<file path="config.mk">
export PLATFORM = sky130hd
export DESIGN_NAME = if_id_issue_buf
export DESIGN_NICKNAME = d
export VERILOG_FILES = /design/src/rtl/if_id_issue_buf.sv
export SDC_FILE = /design/constraint.sdc
export NUM_CORES = 1
export LEC_CHECK = 0
export CAP_MARGIN = 20
export CORE_ASPECT_RATIO = 1.4
export CORE_MARGIN = 5
export CORE_UTILIZATION = 48
export DETAILED_ROUTE_END_ITERATION = 7
export PLACE_DENSITY = 0.77
export RECOVER_POWER = 50
export REMOVE_ABC_BUFFERS = 1
export SYNTH_ARGS = -nofsm -noshare
export SYNTH_HDL_FRONTEND = slang
export SYNTH_SLANG_ARGS = --single-unit
</file>
<file path="constraint.sdc">
create_clock -name clk -period 2.7 [get_ports clk]
set_input_delay 0.54 -clock clk [delete_from_list [all_inputs] [get_ports clk]]
set_output_delay 0.54 -clock clk [all_outputs]
set_load 0.01 [all_outputs]
</file>
<file path="src/rtl/if_id_issue_buf.sv">
// Dual-issue IF->ID instruction buffer: 4-entry circular queue that takes up to two
// fetched instructions per cycle and presents the two oldest to decode slots 0 and 1.

module if_id_issue_buf_chk (
   input logic       clk,
   input logic       rst_n,
   input logic [1:0] deq,
   input logic [2:0] count
);

   // Occupancy must stay within 0..4 and decode may never retire more than is held
   assert property (@(posedge clk) disable iff (!rst_n) ({1'b0, deq} <= count))
      else $error("issue buffer dequeue exceeds occupancy");
   assert property (@(posedge clk) disable iff (!rst_n) (count <= 3'd4))
      else $error("issue buffer occupancy above 4");

endmodule

module if_id_issue_buf #(
   parameter int ADDR_WIDTH = 32,
   parameter int INST_WIDTH = 32
) (
   input  logic                  clk,
   input  logic                  rst_n,
   input  logic [1:0]            If_Valid,
   input  logic [ADDR_WIDTH-1:0] If_PC0,
   input  logic [ADDR_WIDTH-1:0] If_PC1,
   input  logic [INST_WIDTH-1:0] If_Inst0,
   input  logic [INST_WIDTH-1:0] If_Inst1,
   output logic                  If_Ready,
   input  logic [4:0]            Ctrl_Stall,
   input  logic [3:0]            Flush,
   input  logic                  EX_BranchFlag,
   input  logic [1:0]            Id_Accept,
   output logic [1:0]            Id_Valid,
   output logic [ADDR_WIDTH-1:0] Id_PC0,
   output logic [ADDR_WIDTH-1:0] Id_PC1,
   output logic [INST_WIDTH-1:0] Id_Inst0,
   output logic [INST_WIDTH-1:0] Id_Inst1,
   output logic [2:0]            Buf_Count
);

   logic [ADDR_WIDTH-1:0] pc_r   [4];
   logic [INST_WIDTH-1:0] inst_r [4];
   logic [1:0]            rd_ptr_r;
   logic [1:0]            wr_ptr_r;
   logic [2:0]            count_r;

   logic                  ready_s;
   logic                  flush_s;
   logic [1:0]            valid_s;
   logic [1:0]            accept_s;
   logic [1:0]            take_s;
   logic [1:0]            enq_s;
   logic [1:0]            deq_s;
   logic [1:0]            rd_ptr1_s;
   logic [1:0]            wr_ptr1_s;
   logic                  unused_s;

   assign unused_s  = ^{Ctrl_Stall[4:2], Flush[3:1]};
   assign flush_s   = Flush[0] | EX_BranchFlag;
   // Readiness deliberately ignores any same-cycle dequeue
   assign ready_s   = (count_r <= 3'd2) & ~Ctrl_Stall[0];
   assign valid_s   = {(count_r >= 3'd2), (count_r >= 3'd1)};
   assign rd_ptr1_s = rd_ptr_r + 2'd1;
   assign wr_ptr1_s = wr_ptr_r + 2'd1;

   // Enqueue count from fetch valids; 10 is not a legal fetch pattern and enqueues nothing
   always_comb begin
      enq_s = 2'd0;
      if (ready_s) begin
         case (If_Valid)
            2'b01:   enq_s = 2'd1;
            2'b11:   enq_s = 2'd2;
            default: enq_s = 2'd0;
         endcase
      end else begin
         enq_s = 2'd0;
      end
   end

   // Dequeue count: accepted slots that actually hold an entry, unless ID is stalled
   always_comb begin
      accept_s = 2'b00;
      take_s   = 2'b00;
      deq_s    = 2'd0;
      if (Id_Accept == 2'b10) begin
         accept_s = 2'b00;
      end else begin
         accept_s = Id_Accept;
      end
      take_s = accept_s & valid_s;
      if (Ctrl_Stall[1]) begin
         deq_s = 2'd0;
      end else begin
         deq_s = {1'b0, take_s[0]} + {1'b0, take_s[1]};
      end
   end

   // Pointer and occupancy update; flush wins over stalls and discards this cycle's traffic
   always_ff @(posedge clk or negedge rst_n) begin
      if (!rst_n) begin
         rd_ptr_r <= 2'd0;
         wr_ptr_r <= 2'd0;
         count_r  <= 3'd0;
      end else if (flush_s) begin
         rd_ptr_r <= 2'd0;
         wr_ptr_r <= 2'd0;
         count_r  <= 3'd0;
      end else begin
         rd_ptr_r <= rd_ptr_r + deq_s;
         wr_ptr_r <= wr_ptr_r + enq_s;
         count_r  <= count_r - {1'b0, deq_s} + {1'b0, enq_s};
      end
   end

   // Entry storage writes: slot0 at wr_ptr, slot1 at wr_ptr+1
   always_ff @(posedge clk or negedge rst_n) begin
      if (!rst_n) begin
         for (int i = 0; i < 4; i++) begin
            pc_r[i]   <= '0;
            inst_r[i] <= '0;
         end
      end else if (!flush_s) begin
         if (enq_s != 2'd0) begin
            pc_r[wr_ptr_r]   <= If_PC0;
            inst_r[wr_ptr_r] <= If_Inst0;
         end
         if (enq_s == 2'd2) begin
            pc_r[wr_ptr1_s]   <= If_PC1;
            inst_r[wr_ptr1_s] <= If_Inst1;
         end
      end
   end

   assign If_Ready  = ready_s;
   assign Id_Valid  = valid_s;
   assign Id_PC0    = pc_r[rd_ptr_r];
   assign Id_PC1    = pc_r[rd_ptr1_s];
   assign Id_Inst0  = inst_r[rd_ptr_r];
   assign Id_Inst1  = inst_r[rd_ptr1_s];
   assign Buf_Count = count_r;

   if_id_issue_buf_chk u_chk (
      .clk   (clk),
      .rst_n (rst_n),
      .deq   (deq_s),
      .count (count_r)
   );

endmodule

</file>
==> results of run 1 <==
logic make-up (layout without fill, tap and decap cells):
logic type / count (synthesis) / in the layout / synth area share [%]
AOI/OAI and AO/OA: 518 / 518 / 28.3
DFF: 263 / 263 / 44.2
buffers and inverters: 142 / 432 / 5.25
muxes: 128 / 128 / 19.4
and+or+nand+nor: 33 / 33 / 1.85
adders and majority gates: 7 / 7 / 0.689
xor gates and xnor gates: 5 / 5 / 0.294
other: 0 / 10 / 0
synthesized netlist by cell type (5+ instances only):
| cell type | count |
|---|---|
| o2bb2ai_1 | 256 |
| buf_1 | 10 |
| buf_2 | 44 |
| clkbuf_1 | 55 |
| dfrtp_1 | 263 |
| mux4_2 | 128 |
| a22oi_1 | 256 |
| nor2_1 | 7 |
| and2_1 | 5 |
| buf_4 | 17 |
| ha_1 | 5 |
| buf_12 | 6 |
state kept, by name (all words and copies together) (netlist names):
name and flops:
rd_ptr_r 2, Buf_Count 3, wr_ptr_r 2, pc_r 128, inst_r 128
layer usage:
| layer | GRT usage, % | vias up | share of wire [%] | wire length [microns] |
|---|---|---|---|---|
| li1 | - | 5242 | - | - |
| met1 | 37.4 | 6650 | 37 | 19300 |
| met2 | 45.4 | 883 | 49 | 25400 |
| met3 | 4.98 | 159 | 8.5 | 4450 |
| met4 | 16.6 | 0 | 5.7 | 2970 |
| met5 | 0 | - | 0 | 0 |
where the power goes:
part	internal (mW)	switching, mW
combinational	1.93	1.48
sequential	4.59	0.560
clock	2.48	1.67
total	9.01	3.71
cell usage in the layout, fill, tap and decap left out, types with 3 or more instances in the layout:
master           Yosys  layout
bufinv_16            0       4
dfrtp_1            263     261
nand2_1              3       3
clkinvlp_4           0       3
and2_1               5       4
clkbuf_2             0      40
buf_16               0      14
buf_6                1      25
mux4_2             128     128
diode_2              0      10
o2bb2ai_1          256     256
nor2_1               7       7
nor4b_4              3       3
clkbuf_8             1       5
inv_1                4       3
clkdlybuf4s15_1      0      25
xnor2_1              4       3
buf_4               17      45
a22oi_1            256     256
dlygate4sd2_1        0       5
clkinv_2             0       6
buf_2               44      38
clkdlybuf4s15_2      0       3
buf_12               6      29
o21ai_4              1       3
clkdlybuf4s50_1      0     141
clkbuf_1            55       5
clkbuf_16            0      33
area by class of cell:
| cell class | instances | area [sq um] |
|---|---|---|
| antenna | 10 | 25.0 |
| clock buffer | 37 | 806 |
| clock inverter | 15 | 190 |
| fill | 2243 | 11100 |
| inverter | 4 | 15.0 |
| multi-input combinational | 691 | 7590 |
| sequential | 263 | 6590 |
| tap | 390 | 488 |
| timing repair buffer | 376 | 3890 |
what timing repair did:
action	4_1_cts	5_1_grt
hold buffers	1	0
setup endpoints to repair	129	94
gates resized for setup	348	117
setup buffers	15	4
cloned	12	4
hold endpoints to repair	44	0
pin swaps	5	5
final timing paths:
path / slack (ns) / start / end
setup / recovery: 0.01 / rd_ptr_r[0]$_DFF_PN0_ / Id_PC0[21]
max in group asynchronous: 0.47 / rst_n / rd_ptr_r[1]$_DFF_PN0_
min in group asynchronous: 0.81 / rst_n / inst_r[58]$_DFFE_PN0P_
hold reg to reg: 0.50 / pc_r[53]$_DFFE_PN0P_ / pc_r[53]$_DFFE_PN0P_
setup reg to reg: 0.09 / Buf_Count[0]$_DFF_PN0_ / Buf_Count[2]$_DFF_PN0_
hold / removal: 0.50 / pc_r[53]$_DFFE_PN0P_ / pc_r[53]$_DFFE_PN0P_
stage by stage:
stage               power, mW  util, %  TNS [ns]  cells  hold slack, ns
finish                   12.7     63.8         0   1786           0.505
global route             13.2     63.8    -0.371   1786           0.522
CTS                      12.7     63.7     -1.10   1769           0.502
detailed placement       8.84     59.4    -0.418   1689           0.474
global placement         8.75     59.4    -0.353   1689           0.477
floorplan                6.79        -   -865.45    958           0.244
==> impl_results.md, run 1 <==
- Status: finished, final reports clean
- Layout cell share with drive strength beyond 1: 29.0%
- CTS Buf Count: 28
- Synthesized instance count: 1,096
- Crit path max-delay family: buffers and inverters
- GRT Total Usage: 28.7%
- Clock Latency Late Sink: 0.55 ns
- Final period util: 99.6%
- PortBufs: 271
- Post-synth EDFFs: 0
- Worst-path clk slew: 0.06 ns
- Yosys warning count: 0
- Post-synth ARST share: 100%
- Slowest stage delay, CP: 0.52 ns
- Wirelength per Cell: 29.2 microns
- Initial DRT Pass Iterations: 6
- Global route overflow: 0
- Top_reg_cell synth: dfrtp_1
- Area fraction of the dominant cell type after synthesis: 44.2%
- # nets final: 1,515
- DP HPWL: 31.0 mm
- Startpoint Class: flop
- Critical path peak fanout: 5
- Clk sinks: 263
- Worst ir drop on vdd: 0.491 mV
- CP dominant cell by count: buf_12
- Post-DRT Antenna Nets: 0
- CTS Buffer Depth: 3
- Final-report setup violation count: 0
- Syn Area/Cell: 13.6 sq um
- Leak pwr: 7.32 nW
- WP buf/inv: 4
- Crit path depth: 5
- RSZ-0062 raised after global routing: true
- Final Max Slew Viols: 0
- Crit-path cells: buf_12 -> buf_12 -> buf_16 -> mux4_2 -> buf_6
- Placer Congestion: 0.836
- Largest net degree at the start of global routing: 84
- CP Capture Type: primary output
- CTS tree: done
- PD cells: 649 mW/mm^2
- Vias/cell: 7.24
- Post-DP Area: 0.0182 sq mm
- DRC: 0
- Final min period: 2.69 ns
- Core ar.: 0.0307 sq mm
- Min-Delay Path Class: reg2reg
- Die area: 0.0347 sq mm
- Final WS setup: 0.0110 ns
- Leading area contributor after synthesis: dfrtp_1
- Initial Util: 48.5%
- DRT Wirelength: 52.1 mm
- Synth Cell Area: 0.0149 sq mm
- Slowest-stage cell, CP: mux4_2
- Leading post-synthesis cells by cell area: dfrtp_1 44%, mux4_2 19%, o2bb2ai_1 15%
- Setup WS pre-CTS: -0.321 ns
- Initial antenna violation count: 9
- R2r worst-path depth: 12
- Design area: 0.0196 sq mm
- Boundary Pins: 278
- Vias in the first global route: 13,400
- Distinct cells, synth: 36
- Area growth syn-to-layout: 31.6%
- Die span in y: 218 microns
- Worst EP arrival: 2.15 ns
- DR iter-0 viols: 1,452
- Seq/Total Area, Yosys: 44.2%
- Tightest Pin Transition: 1.26 ns
- Root buf cell: clkbuf_16
- Hold Vio Cnt, Final: 0
- Clock Skew: 0.0136 ns
- First-pass GRT wire length: 79.7 mm
- DR vias: 12,900
- Rows: 76
- Hold Path Stages: 1
- Count of state elements after synthesis: 263
- Max-slew headroom: 16.1%
- Crit path required time: 2.16 ns
- Fmax: 372 MHz
- Max Cap Viol: 0
- WS Path Type: reg2out
- Die width: 159 microns
- H-tree depth: 1
(Power assumes the default switching activity.)
==> inputs of run 2 (changes only) <==
- CORE_MARGIN: 5 -> 3
==> impl_results.md, run 2 (same netlist as run 1, synthesis figures left out) <==
- Status: complete, but fails checks
- Failing checks: capacitance limit, slew limit, setup timing
- Layout cell share with drive strength beyond 1: 29.1%
- CTS Buf Count: 27
- Initial DRT Pass Iterations: 6
- Die area: 0.0332 sq mm
- DRC: 0
- Critical path peak fanout: 7
- Final-report setup violation count: 10
- Design area: 0.0196 sq mm
- Commonest non-fill, non-tap cell in the layout: dfrtp_1
- Post-layout util: 64.6%
- Boundary Pins: 278
- DR vias: 12,700
- Startpoint Class: flop
- Commonest cells after routing, fill and taps aside: 261 x dfrtp_1, 256 x a22oi_1, 256 x o2bb2ai_1
- Wirelength per Cell: 28.4 microns
- Crit-path cells: buf_16 -> buf_12 -> buf_12 -> buf_6 -> mux4_2 -> buf_6
- Worst EP arrival: 2.22 ns
- Rows: 75
- Global route overflow: 0
- CTS tree: done
- PD cells: 653 mW/mm^2
- Final min period: 2.76 ns
- Final setup TNS: -0.486 ns
- Root buf cell: clkbuf_16
- Leak pwr: 7.34 nW
- H-tree depth: 1
- Die span in y: 214 microns
- Slowest-stage cell, CP: dfrtp_4
- Final period util: 102%
- Max-slew headroom: -23.9%
- Slowest stage delay, CP: 0.54 ns
- DR iter-0 viols: 1,489
- Initial Util: 49.1%
- Tightest Pin Transition: 1.86 ns
- Initial antenna violation count: 8
- Crit path required time: 2.16 ns
- Post-DP Area: 0.0184 sq mm
- Final WS setup: -0.0593 ns
- Vias in the first global route: 13,700
- PortBufs: 271
- Vias/cell: 7.14
- Min-Delay Path Class: reg2reg
- CTS Buffer Depth: 3
- Worst-path clk slew: 0.06 ns
- CP Capture Type: primary output
- # nets final: 1,523
- WS Path Type: reg2out
- GRT Total Usage: 29.9%
- Fmax: 362 MHz
- Final Max Slew Viols: 72
- DRT Wirelength: 50.6 mm
- Area growth syn-to-layout: 31.5%
- DP HPWL: 30.7 mm
- Hold Vio Cnt, Final: 0
- Clk sinks: 263
- Max Cap Viol: 1
- RSZ-0062 raised after global routing: true
- FILL cells: 2,222
- Clock Skew: 0.0178 ns
- Largest net degree at the start of global routing: 72
- Setup WS pre-CTS: -0.386 ns
- Die width: 155 microns
- Placer Congestion: 0.818
- Post-DRT Antenna Nets: 0
- Clock Latency Late Sink: 0.54 ns
- Worst ir drop on vdd: 0.422 mV
- Core ar.: 0.0303 sq mm
- First-pass GRT wire length: 79.4 mm
-- run 2: final timing paths --
path | start | end | slack (ns) | cells past startpoint
max in group asynchronous | rst_n | rd_ptr_r[0]$_DFF_PN0_ | 0.24 | 3
min reg2reg | inst_r[47]$_DFFE_PN0P_ | inst_r[47]$_DFFE_PN0P_ | 0.51 | 1
min | inst_r[47]$_DFFE_PN0P_ | inst_r[47]$_DFFE_PN0P_ | 0.51 | 1
max reg2reg | Buf_Count[2]$_DFF_PN0_ | pc_r[46]$_DFFE_PN0P_ | 0.10 | 8
min in group asynchronous | rst_n | inst_r[81]$_DFFE_PN0P_ | 1.06 | 2
max | rd_ptr_r[0]$_DFF_PN0_ | Id_Inst0[30] | -0.06 | 6
-- run 2: final cells by class --
| type | instances | area (sq um) | share of cell area [%] |
|---|---|---|---|
| flip-flops and latches | 263 | 6590 | 33.7 |
| multi-input cells | 691 | 7550 | 38.6 |
| repair buffers | 385 | 3930 | 20.1 |
| clock buffers | 36 | 769 | 3.93 |
| well taps | 385 | 482 | 2.46 |
| clock inverters | 12 | 215 | 1.10 |
| diodes | 8 | 20.0 | 0.102 |
| inverters | 4 | 15.0 | 0.0767 |
-- run 2: where the power goes --
group	leakage, nW	internal (mW)	switching [mW]
clock network	0.480	2.57	1.63
logic	3.38	1.97	1.48
registers	3.48	4.59	0.549
-- run 2: timing repair --
action / CTS / global route
hold buffers: 1 / 0
pin swaps: 6 / 6
gates resized for setup: 462 / 56
setup endpoints to repair: 129 / 66
endpoints found under the hold margin: 26 / 0
cloned: 6 / 1
buffers inserted: 23 / 5
-- run 2: per-layer routing --
metal	vias up	wire length, microns	track usage (%)
li1	5252	-	-
met1	6493	18400	39.6
met2	831	24700	46.5
met3	162	4750	5.67
met4	0	2790	16.7
met5	-	0	0
-- run 2: stage by stage --
stage	hold WS [ns]	cells	power, mW
2_1_floorplan	0.244	958	6.79
3_3_place_gp	0.482	1694	8.75
3_5_place_dp	0.489	1694	8.84
4_1_cts	0.508	1772	12.7
5_1_grt	0.521	1784	13.2
6_report	0.505	1784	12.8
-- run 2: critical path: cells and delay by family, from the launching register on --
family                 cells  cell delay [ns]
DFF                        1             0.54
muxes                      1             0.46
buffers and inverters      5             0.69
